## config.mk

```make
export PLATFORM = sky130hd
export DESIGN_NAME = calc_display_driver
export DESIGN_NICKNAME = d
export VERILOG_FILES = /design/src/rtl/calc_display_driver.sv
export SDC_FILE = /design/constraint.sdc
export NUM_CORES = 1
export LEC_CHECK = 0
export ABC_CLOCK_PERIOD_IN_PS = 1900
export CAP_MARGIN = 20
export CELL_PAD_IN_SITES_DETAIL_PLACEMENT = 1
export CELL_PAD_IN_SITES_GLOBAL_PLACEMENT = 2
export CORE_MARGIN = 1
export CORE_UTILIZATION = 34
export CTS_BUF_LIST = sky130_fd_sc_hd__clkbuf_16
export DETAILED_ROUTE_END_ITERATION = 8
export PLACE_DENSITY = 0.74
export REMOVE_ABC_BUFFERS = 1
export SETUP_SLACK_MARGIN = 0.2
export SYNTH_ARGS = -nofsm -noshare
export SYNTH_HDL_FRONTEND = slang
export SYNTH_SLANG_ARGS = --single-unit
```

## constraint.sdc

```tcl
create_clock -name clk -period 1.9 [get_ports clk]
set_input_delay 0.285 -clock clk [delete_from_list [all_inputs] [get_ports clk]]
set_output_delay 0.285 -clock clk [all_outputs]
set_load 0.03 [all_outputs]
```

## src/rtl/calc_display_driver.sv

```systemverilog
// calc_display_driver: 8-bit result to BCD via sequential double-dabble, driving a
// multiplexed 4-digit seven-segment display (sign, hundreds, tens, units).
module calc_display_driver #(
   parameter int SCAN_DIV = 1024
) (
   input  logic        clk,
   input  logic        rst,
   input  logic [7:0]  value_in,
   input  logic        signed_mode,
   output logic [6:0]  seg,
   output logic [3:0]  digit_en,
   output logic [11:0] bcd,
   output logic        neg,
   output logic        busy,
   output logic        conv_done
);
   typedef enum logic [1:0] {IDLE, SHIFT, COMMIT} state_t;
   state_t      state_q, state_d;
   logic [8:0]  last_q, last_d;
   logic [7:0]  mag_q, mag_d;
   logic [11:0] work_q, work_d, adj;
   logic [2:0]  cnt_q, cnt_d;
   logic        negp_q, negp_d;
   logic [11:0] bcd_q, bcd_d;
   logic        neg_q, neg_d, done_q, done_d;
   logic [15:0] scan_q, scan_d;
   logic [1:0]  idx_q, idx_d;
   logic        wrap;
   function automatic logic [6:0] dec(input logic [3:0] d);
      case (d)
         4'd0: dec = 7'h3F;
         4'd1: dec = 7'h06;
         4'd2: dec = 7'h5B;
         4'd3: dec = 7'h4F;
         4'd4: dec = 7'h66;
         4'd5: dec = 7'h6D;
         4'd6: dec = 7'h7D;
         4'd7: dec = 7'h07;
         4'd8: dec = 7'h7F;
         4'd9: dec = 7'h6F;
         default: dec = 7'h00;
      endcase
   endfunction
   assign adj = {work_q[11:8] >= 4'd5 ? work_q[11:8] + 4'd3 : work_q[11:8],
                 work_q[7:4]  >= 4'd5 ? work_q[7:4]  + 4'd3 : work_q[7:4],
                 work_q[3:0]  >= 4'd5 ? work_q[3:0]  + 4'd3 : work_q[3:0]};
   always_comb begin
      state_d = state_q;
      last_d  = last_q;
      mag_d   = mag_q;
      work_d  = work_q;
      cnt_d   = cnt_q;
      negp_d  = negp_q;
      bcd_d   = bcd_q;
      neg_d   = neg_q;
      done_d  = 1'b0;
      case (state_q)
         IDLE: if ({signed_mode, value_in} != last_q) begin
            last_d  = {signed_mode, value_in};
            negp_d  = signed_mode & value_in[7];
            mag_d   = (signed_mode & value_in[7]) ? ~value_in + 8'd1 : value_in;
            work_d  = '0;
            cnt_d   = '0;
            state_d = SHIFT;
         end
         SHIFT: begin
            {work_d, mag_d} = {adj, mag_q} << 1;
            cnt_d = cnt_q + 3'd1;
            state_d = (cnt_q == 3'd7) ? COMMIT : SHIFT;
         end
         COMMIT: begin
            bcd_d   = work_q;
            neg_d   = negp_q;
            done_d  = 1'b1;
            state_d = IDLE;
         end
         default: state_d = IDLE;
      endcase
   end
   assign wrap   = scan_q == 16'(SCAN_DIV - 1);
   assign scan_d = wrap ? '0 : scan_q + 16'd1;
   assign idx_d  = wrap ? idx_q - 2'd1 : idx_q;
   always_ff @(posedge clk or posedge rst) begin
      if (rst) begin
         state_q <= IDLE;
         last_q  <= '0;
         mag_q   <= '0;
         work_q  <= '0;
         cnt_q   <= '0;
         negp_q  <= 1'b0;
         bcd_q   <= '0;
         neg_q   <= 1'b0;
         done_q  <= 1'b0;
         scan_q  <= '0;
         idx_q   <= 2'd3;
      end else begin
         state_q <= state_d;
         last_q  <= last_d;
         mag_q   <= mag_d;
         work_q  <= work_d;
         cnt_q   <= cnt_d;
         negp_q  <= negp_d;
         bcd_q   <= bcd_d;
         neg_q   <= neg_d;
         done_q  <= done_d;
         scan_q  <= scan_d;
         idx_q   <= idx_d;
      end
   end
   assign bcd       = bcd_q;
   assign neg       = neg_q;
   assign busy      = state_q != IDLE;
   assign conv_done = done_q;
   assign digit_en  = 4'b0001 << idx_q;
   // leading-zero blanking: tens only blanks when hundreds is blank too
   assign seg = idx_q == 2'd3 ? (neg_q ? 7'h40 : 7'h00) :
                idx_q == 2'd2 ? (bcd_q[11:8] == 4'd0 ? 7'h00 : dec(bcd_q[11:8])) :
                idx_q == 2'd1 ? (bcd_q[11:4] == 8'd0 ? 7'h00 : dec(bcd_q[7:4])) :
                dec(bcd_q[3:0]);
endmodule

```

==> run_results.csv <==
group,metric,value,unit
logic_synthesis,synth.avg_cell_area,10.2,um^2
place,dp_hpwl,7310,um
clock_network,postCtsHoldBufs,0,
drt,drtIter0Drc,95,
pwr,p_leak,2.69,nW
logic_synthesis,synth.area.top_cells,"dfrtp_1 40%, ha_1 8.7%, xnor2_1 5.0%",
clock_network,clock-root-buffer,"clkbuf_16",
drt,final_antenna_net_count,0,
setup_path,setup.worst_path.end_class,"primary output",
clock_network,clk_latency,340,ps
logic_synthesis,yosys_warnings,0,
timing,finalSetupViolations,7,
setup_path,cpPeakStageDelay,360,ps
logic_synthesis,yosys.area.top_type,"dfrtp_1",
clock_network,clk_pin_slew,60,ps
layout,syn_to_final_growth,42.7,%
logic_synthesis,syn-cell-area,4030,um^2
grt,grt_pass1_wl,17400,um
layout,diodes,0,
clock_network,clock-sinks,67,
job,drv_cap,0,
grt,grtUsageTotal,17.9,%
timing,hold_viol_final,0,
grt,antenna_found_initial,0,
drt,dr.pass1.iters,5,
layout,fin_cells,647,
die,io_pins,37,
place,io_buffers,36,
pwr,irDropWorstVdd,0.951,mV
setup_path,path_max_fanout,4,
timing,setup_ws,-476,ps
logic_synthesis,yosysSeqAreaShare,41.6,%
outcome,violations,"setup timing",
die,core,11500,um^2
grt,grt_max_degree,25,
clock_network,cts_tree,"done",
setup_path,cp.arrival,2090,ps
logic_synthesis,synthFlopType,"dfrtp_1",
outcome,outcome,"complete, but fails checks",
grt,grt_pass1_vias,3563,
setup_path,path_common_cell,"a21oi_2",
drt,drc,0,
setup_path,cp.required,1620,ps
timing,finalMaxSlewViolations,0,
timing,tightest_slew,566,ps
grt,grt_overflow,0,
timing,max_freq,421,MHz
timing,finClkSkew,9.02,ps
logic_synthesis,ys_seq_elements,67,
place,place_inst,619,
setup_path,slowest_stage,"dfrtp_1",
pwr,finalPower,0.00913,W
setup_path,worst_r2r_path_depth,4,
place,gp_congestion,0.869,
die,rows,39,
logic_synthesis,async_flop_share,100,%
logic_synthesis,synth.most_common_cell,"dfrtp_1",
layout,drive_gt1_share,36.1,%
die,die_h,111,um
logic_synthesis,yosysTopAreaCellShare,40.3,%
timing,period_share,125,%
clock_network,cts_buffer_depth,2,
logic_synthesis,synth_common_cells,"65 x dfrtp_1, 29 x inv_1, 28 x ha_1, 28 x nand2_1, 24 x nor2_1",
logic_synthesis,synth_edf_count,0,
timing,min_period,2380,ps
drt,wire_per_inst,16.4,um
timing,max_slew_margin,62.1,%
drt,routed_via_density,5.11,
setup_path,path_cells,"inv_2 > ha_4 > buf_6 > or3_4 > a21oi_2 > a21oi_2 > a221oi_2 > buf_4",
logic_synthesis,synth_cell_type_count,57,
drt,drt-total-wl,10600,um
die,die_w,111,um
timing,rsz0062_at_grt,"true",
drt,vias,3304,
layout,fin_nets,538,
clock_network,htreeDepth,3,
place,dpl_cell_area,4950,um^2
logic_synthesis,synth_cells,397,
pwr,power_density,1590,nW/um^2
layout,fillers,1270,
setup_path,crit_type,"reg2out",
die,initial_core_util,35.2,%
hold_path,hold_class,"in2async",
setup_path,cp-start-kind,"register",
layout,final_area,5750,um^2
die,die-area,12300,um^2
clock_network,cts_inserted_buffers,9,
==> cell usage in the layout, fill, tap and decap left out, types with 11 or more instances in the layout <==
cell type	instances
buf_4	54
o21ai_0	19
nand2_1	28
a22o_1	13
buf_6	26
nor2_1	23
xnor2_1	18
ha_1	18
dfrtp_1	65
mux2_2	14
dlygate4sd2_1	11
inv_1	20
==> what timing repair did <==
action | CTS | global route
cloned | 0 | 1
buffers inserted | 7 | 4
pin swaps | 21 | 12
setup endpoints to repair | 32 | 29
resized for setup | 111 | 28
==> worst max-delay path, delay by kind of cell, from the launching register on <==
family / cells / cell delay [ps]
AOI/OAI and AO/OA: 3 / 490
adders and majority gates: 1 / 160
buffers and inverters: 3 / 370
DFF: 1 / 360
and+or+nand+nor: 1 / 360
==> state kept, by name (all words and copies together), names as in the netlist <==
name	count
bcd	12
state_q	2
scan_q	16
conv_done	1
cnt_q	3
work_q	12
idx_q	2
last_q	9
neg	1
mag_q	8
negp_q	1
==> cells by family (layout without fill, tap and decap cells) <==
kind of cell | Yosys count | in the layout | share of synthesized area (%)
flops | 67 | 67 | 41.6
buf+inv | 48 | 154 | 5.21
xor+xnor | 34 | 34 | 8.04
mux | 25 | 25 | 6.83
simple gates | 107 | 107 | 13.6
fa+ha+maj | 28 | 28 | 8.69
compound gates | 88 | 89 | 16.0
==> power by group <==
part | internal [W] | total [W] | switching, W
logic | 0.00251 | 0.00512 | 0.00261
registers | 0.00190 | 0.00230 | 0.000403
clock network | 0.00104 | 0.00171 | 0.000673
total | 0.00544 | 0.00913 | 0.00369
==> area by class of cell <==
class	instances	area, um^2	area share (%)
clock buffers	9	225	3.91
clock inverters	7	82.6	1.44
inverters	30	115	2.00
multi-input cells	283	2480	43.1
flip-flops and latches	67	1680	29.2
well taps	143	179	3.11
repair buffers	108	993	17.3
==> per-stage QoR <==
stage                     util [%]  setup TNS (ps)  hold slack [ps]  worst slack (ps)
after detailed placement      43.2           -5290              473              -580
after global placement        43.2           -4820              465              -532
final                         50.2           -2980              265              -476
after CTS                     48.6           -2990              264              -512
after floorplan                  -           -8120              422              -757
after global routing          50.2           -3510              310              -559
==> worst paths after layout <==
path / start / end / slack [ps]
max in group asynchronous: rst / last_q[5] / 1110
worst min register to register: scan_q[15] / scan_q[15] / 490
worst min-delay path: rst / conv_done / 260
worst max register to register: last_q[0] / last_q[0] / 160
worst max-delay path: bcd[9] / seg[0] / -480
min in group clk: scan_q[15] / scan_q[15] / 490
==> per-layer routing <==
metal,GRT usage (%),wire length (um),up-vias
met5,0,0,-
met4,7.47,206,0
met3,3.77,319,14
met2,30.8,5480,51
met1,21.7,4620,1634
li1,-,-,1605
(Power assumes the default switching activity.)
